`src/rtl/voice_mixer_pkg.sv`:
```
// Shared types and sizing helpers for voice_mixer: the FSM state enum and the
// accumulator width function.
package voice_mixer_pkg;

    typedef enum logic [1:0] {
        IDLE,
        ACCUM,
        DIVIDE,
        DONE
    } state_t;

    // Wide enough to hold num_voices full-scale samples without overflow.
    function automatic int sum_width(input int in_w, input int num_voices);
        return in_w + $clog2(num_voices + 1);
    endfunction

endpackage

```
`src/rtl/serial_divider.sv`:
```
// Restoring serial divider: one quotient bit per cycle, W cycles per divide.
// The first iteration runs on the start edge; done pulses after the last one.
module serial_divider #(
    parameter int W = 12
) (
    input  logic         clk,
    input  logic         n_rst,
    input  logic         start,
    input  logic [W-1:0] dividend,
    input  logic [W-1:0] divisor,
    output logic [W-1:0] quotient,
    output logic         done
);
    localparam int CW = $clog2(W + 1);

    logic [W-1:0]  rem_q, quo_q, div_q;
    logic [CW-1:0] cnt_q;
    logic          run_q, zero_q, done_q;

    logic [W-1:0]  rem_in, quo_in, div_in, rem_nx, quo_nx;
    logic [W:0]    shifted, diff;

    // On start the step works straight from the incoming operands.
    always_comb begin
        rem_in  = start ? '0       : rem_q;
        quo_in  = start ? dividend : quo_q;
        div_in  = start ? divisor  : div_q;
        shifted = {rem_in, quo_in[W-1]};
        diff    = shifted - {1'b0, div_in};
        if (diff[W]) begin
            rem_nx = shifted[W-1:0];
            quo_nx = {quo_in[W-2:0], 1'b0};
        end else begin
            rem_nx = diff[W-1:0];
            quo_nx = {quo_in[W-2:0], 1'b1};
        end
    end

    // NOTE: sequential state uses non-blocking assignments only, so every
    // register samples the pre-edge values regardless of statement order.
    always_ff @(posedge clk) begin
        if (!n_rst) begin
            rem_q  <= '0;
            quo_q  <= '0;
            div_q  <= '0;
            cnt_q  <= '0;
            run_q  <= 1'b0;
            zero_q <= 1'b0;
            done_q <= 1'b0;
        end else begin
            done_q <= 1'b0;
            if (start) begin
                rem_q  <= rem_nx;
                quo_q  <= quo_nx;
                div_q  <= divisor;
                zero_q <= (divisor == '0);
                cnt_q  <= CW'(1);
                run_q  <= 1'b1;
            end else if (run_q) begin
                rem_q <= rem_nx;
                quo_q <= quo_nx;
                cnt_q <= cnt_q + 1'b1;
                if (cnt_q == CW'(W - 1)) begin
                    run_q  <= 1'b0;
                    done_q <= 1'b1;
                end
            end
        end
    end

    // Division by zero yields zero rather than the all-ones restoring result.
    assign quotient = zero_q ? '0 : quo_q;
    assign done     = done_q;

endmodule

```
`src/rtl/voice_mixer.sv`:
```
// Sample-rate voice mixer: snapshots all voices on strobe, sums them serially and
// saturates to OUT_W. Define VOICE_MIXER_NORM_EN to average over non-zero voices.
module voice_mixer
    import voice_mixer_pkg::*;
#(
    parameter int NUM_VOICES = 13,
    parameter int IN_W       = 8,
    parameter int OUT_W      = 12
) (
    input  logic                       clk,
    input  logic                       n_rst,
    input  logic                       strobe,
    input  logic [NUM_VOICES*IN_W-1:0] voices,
    output logic [OUT_W-1:0]           mixed_sample,
    output logic                       sample_valid,
    output logic                       busy
);
    localparam int SUM_W = sum_width(IN_W, NUM_VOICES);
    localparam int IDX_W = $clog2(NUM_VOICES);
    localparam int CMP_W = (SUM_W > OUT_W) ? SUM_W : OUT_W;
    localparam logic [CMP_W-1:0] OUT_MAX = CMP_W'({OUT_W{1'b1}});

    state_t                     state_q;
    logic [NUM_VOICES*IN_W-1:0] cap_q;
    logic [SUM_W-1:0]           acc_q, acc_next, result;
    logic [IDX_W-1:0]           idx_q;
    logic [IN_W-1:0]            cur_voice;
    logic                       last_voice;
    logic [CMP_W-1:0]           res_wide;
    logic [OUT_W-1:0]           res_sat;

    // The capture register shifts down one voice per ACCUM cycle.
    assign cur_voice  = cap_q[IN_W-1:0];
    assign acc_next   = acc_q + SUM_W'(cur_voice);
    assign last_voice = (idx_q == IDX_W'(NUM_VOICES - 1));

`ifdef VOICE_MIXER_NORM_EN
    localparam int CNT_W = $clog2(NUM_VOICES + 1);

    logic [CNT_W-1:0] cnt_q, cnt_next;
    logic [SUM_W-1:0] quotient;
    logic             div_start, div_done;

    assign cnt_next  = cnt_q + CNT_W'(cur_voice != '0);
    // Launch on the last ACCUM cycle with the final totals so DIVIDE lasts SUM_W cycles.
    assign div_start = (state_q == ACCUM) && last_voice;

    serial_divider #(.W(SUM_W)) u_divider (
        .clk      (clk),
        .n_rst    (n_rst),
        .start    (div_start),
        .dividend (acc_next),
        .divisor  (SUM_W'(cnt_next)),
        .quotient (quotient),
        .done     (div_done)
    );

    always_ff @(posedge clk) begin
        if (!n_rst)
            cnt_q <= '0;
        else if (state_q == IDLE && strobe)
            cnt_q <= '0;
        else if (state_q == ACCUM)
            cnt_q <= cnt_next;
    end

    assign result = quotient;
`else
    assign result = acc_q;
`endif

    assign res_wide = CMP_W'(result);
    assign res_sat  = (res_wide > OUT_MAX) ? OUT_MAX[OUT_W-1:0] : res_wide[OUT_W-1:0];

    always_ff @(posedge clk) begin
        if (!n_rst) begin
            state_q      <= IDLE;
            cap_q        <= '0;
            acc_q        <= '0;
            idx_q        <= '0;
            mixed_sample <= '0;
            sample_valid <= 1'b0;
            busy         <= 1'b0;
        end else begin
            sample_valid <= 1'b0;
            case (state_q)
                IDLE: begin
                    if (strobe) begin
                        cap_q   <= voices;
                        acc_q   <= '0;
                        idx_q   <= '0;
                        busy    <= 1'b1;
                        state_q <= ACCUM;
                    end
                end
                ACCUM: begin
                    acc_q <= acc_next;
                    cap_q <= cap_q >> IN_W;
                    idx_q <= idx_q + 1'b1;
                    if (last_voice) begin
`ifdef VOICE_MIXER_NORM_EN
                        state_q <= DIVIDE;
`else
                        state_q <= DONE;
`endif
                    end
                end
`ifdef VOICE_MIXER_NORM_EN
                DIVIDE: begin
                    if (div_done)
                        state_q <= DONE;
                end
`endif
                DONE: begin
                    mixed_sample <= res_sat;
                    sample_valid <= 1'b1;
                    busy         <= 1'b0;
                    state_q      <= IDLE;
                end
                default: begin
                    busy    <= 1'b0;
                    state_q <= IDLE;
                end
            endcase
        end
    end

endmodule

```
`config.mk`:
```
export PLATFORM = sky130hd
export DESIGN_NAME = voice_mixer
export DESIGN_NICKNAME = d
export VERILOG_FILES = /design/src/rtl/voice_mixer_pkg.sv /design/src/rtl/serial_divider.sv /design/src/rtl/voice_mixer.sv
export SDC_FILE = /design/constraint.sdc
export NUM_CORES = 1
export LEC_CHECK = 0
export CAP_MARGIN = 20
export CELL_PAD_IN_SITES_DETAIL_PLACEMENT = 1
export CELL_PAD_IN_SITES_GLOBAL_PLACEMENT = 2
export CORE_MARGIN = 5
export CORE_UTILIZATION = 40
export CTS_BUF_LIST = sky130_fd_sc_hd__clkbuf_8 sky130_fd_sc_hd__clkbuf_16
export CTS_CLUSTER_SIZE = 20
export DETAILED_ROUTE_END_ITERATION = 10
export DONT_BUFFER_PORTS = 1
export GPL_TIMING_DRIVEN = 0
export PLACE_DENSITY_LB_ADDON = 0.3
export SLEW_MARGIN = 20
export SYNTH_ARGS = -nofsm -noshare
export SYNTH_HDL_FRONTEND = slang
export SYNTH_SLANG_ARGS = --single-unit
```
`constraint.sdc`:
```
create_clock -name clk -period 6 [get_ports clk]
set_clock_uncertainty 0.1 [all_clocks]
set_input_delay 1.5 -clock clk [delete_from_list [all_inputs] [get_ports clk]]
set_output_delay 1.5 -clock clk [all_outputs]
set_load 0.05 [all_outputs]
```
==> out/results.txt <==
status -> finished, final reports clean
CTS sink cnt -> 136
final wirelength -> 18,600 um
peak supply drop -> 0.213 mV
row count -> 45
combinational fraction of design power -> 11.3%
launch point of the worst path -> mixed_sample[9]$_SDFFE_PN0P_
proportion of layout cells with a drive suffix above 1 -> 12.5%
share of total power in the clock network -> 47.2%
post-synthesis cell count -> 742
Tcrit/Tclk final -> 44.8%
vias in the first global route -> 5,834
final hold vios -> 0
post-route cell area -> 7220 um2
final setup TNS -> 0 ns
Yosys cell types -> 51
setup bufs post-CTS -> 0
sequential-to-total area share from yosys stat -> 43.2%
mux cell area share after synthesis -> 0.338%
H-tree levels -> 4
Remaining DRCs -> 0
Cell Int Power -> 1.84 mW
WL per Instance -> 18.8 um
switching share of power -> 24.6%
Slew headroom -> 58.1%
Post-synth top flop -> dfxtp_1
PostCTS Resize Cnt -> 0
syn_area_per_cell -> 8.49 um2
max-slew violations -> 0
Vias -> 5,431
Vias/cell -> 5.51
Synth Area in Compound Gates -> 23.6%
Max-Cap Viols -> 0
commonest non-fill, non-tap cells in the layout -> 202 x nand2_1, 136 x dfxtp_1, 95 x nand3_1
Post-Route Utilization -> 47.1%
final setup margin -> 3.31 ns
crit path max fanout -> 2
register bit count reported by yosys -> 136
die span in x -> 135 um
final-report setup violation count -> 0
Simple-Gate Fraction of Synth Area -> 24.7%
antenna violations before repair -> 0
Post-synth EDFFs -> 0
largest net degree at the start of global routing -> 17
post-synthesis adder-cell area fraction -> 2.30%
largest family of logic cells by synthesized area -> simple AND/OR/NAND/NOR gates
Worst Path Arrival -> 1.09 ns
fin nets -> 879
Setup WS pre-CTS -> 3.11 ns
placed cell count -> 953
quantity of I/O buffers inserted on ports -> 0
first-pass GRT wire length -> 29,900 um
Pre-antenna DRT Iters -> 4
num ports -> 121
GP Congestion -> 0.828
worst slew pin tran -> 0.629 ns
Flop pwr share -> 41.4%
cell leakage power -> 3.59 nW
non-filler instance count after layout -> 985
Crit Path Class -> reg2out
Fillers -> 1,838
clock root buffer -> clkbuf_16
Critical Path End Type -> output pin
Tmin final -> 2.69 ns
Power per Cell Area -> 337 nW/um2
launching point of the worst reg2reg path -> cap_q[0]$_SDFFE_PN0P_
CTS buffer count -> 17
die height -> 135 um
hold_sp -> idx_q[3]$_SDFFE_PN0P_
ys async rst share -> 0%
Clk Latency, worst-skew pair -> 0.44 ns
TritonCTS clock tree -> done
HPWL after DPL -> 13,800 um
Max clock buf depth -> 2
Fmax -> 372 MHz
# hold bufs at CTS -> 0
clk slew on worst S/H paths -> 0.06 ns
Setup crit start kind -> flip-flop
Placed Area -> 6560 um2
Final ANT Viol Nets -> 0
Die ar. -> 18,400 um2
Synth Area in XOR/XNOR -> 0.556%
Hold Crit Class -> reg2reg
P&R area growth vs syn -> 14.6%
Total GRT Usage -> 20.7%
area used by multi-input combinational logic -> 3240 um2
ANT cells -> 0
warning count from the yosys run -> 0
most common cell after layout, fill and taps aside -> nand2_1
Netlist Area Pre-Place -> 6300 um2
core region area -> 15,300 um2
CP Data Required Time -> 4.40 ns
syn nets -> 860
FF+latch area -> 2720 um2
Starting DRT DRC Count -> 210
switching power -> 0.598 mW
grt ovf -> 0
RSZ-0062 raised after global routing -> no
Initial Util -> 41.1%
cell usage after synthesis, types with 5 or more instances:
cell	instances	area, um2
clkbuf_1	23	86.3
nand4_1	5	31.3
o221a_2	11	124
inv_1	5	18.8
o211a_1	86	861
ha_1	10	125
a2bb2oi_1	11	96.3
nand3_1	95	475
nor2b_1	14	87.6
o21ai_0	6	30.0
nand2_1	202	758
buf_2	36	180
dfxtp_1	136	2720
a21oi_1	8	40.0
a22oi_1	14	105
a21boi_0	12	90.1
nor2_1	19	71.3
buf_4	6	45.0
layer usage:
metal / vias up / track usage (%) / share of wire [%]
met5: - / 0 / 0
met1: 2621 / 25.8 / 46
li1: 2661 / - / -
met2: 124 / 34.6 / 47
met3: 25 / 6.46 / 5.8
met4: 0 / 6.05 / 1.4
logic make-up after synthesis:
kind of cell               after synthesis
adders and majority gates               11
muxes                                    2
buffers and inverters                   71
xor gates and xnor gates                 4
and+or+nand+nor                        353
AOI/OAI and AO/OA                      165
DFF                                    136
cell type report:
cell class,count,share of cell area (%)
inverters,6,0.312
plain buffers,65,4.32
multi-input cells,535,44.9
well taps,211,3.66
clock buffers,19,6.28
flip-flops and latches,136,37.7
clock inverters,13,2.77
power by group through the flow:
stage                     registers [mW]  clock network [mW]  logic, mW
after CTS                           1.01                1.17      0.279
after detailed placement            1.03                   0      0.277
after global placement              1.02                   0      0.265
final                               1.01                1.15      0.276
after floorplan                     1.01                   0      0.210
after global routing                1.02                1.22      0.309
path summary, 6_finish.rpt:
| check | end | slack [ns] | cells after the start |
|---|---|---|---|
| worst max register to register | acc_q[10]$_SDFFE_PN0P_ | 3.78 | 7 |
| worst min register to register | state_q[1]$_SDFFE_PN0P_ | 0.37 | 2 |
| worst max-delay path | mixed_sample[9] | 3.31 | 0 |
| worst min-delay path | state_q[1]$_SDFFE_PN0P_ | 0.37 | 2 |
metrics by stage:
step	hold slack (ns)	power (mW)
floorplan	0.331	1.22
global placement	0.351	1.29
detailed placement	0.376	1.30
CTS	0.368	2.46
global route	0.392	2.54
finish	0.372	2.43
flip-flops by register name (all words and copies together), names as in the netlist:
name	cells
acc_q	12
busy	1
cap_q	104
idx_q	4
mixed_sample	12
sample_valid	1
state_q	2
worst reg2reg max path, cell delays in order, from the launching register on:
cell     delay [ns]
dfxtp_1        0.32
ha_1           0.24
fa_1           0.45
a211o_2        0.33
a21oi_1        0.22
o21ai_1        0.17
nand4_1        0.14
mux2i_1        0.18
Note: power is estimated with default switching activity, not from simulation.
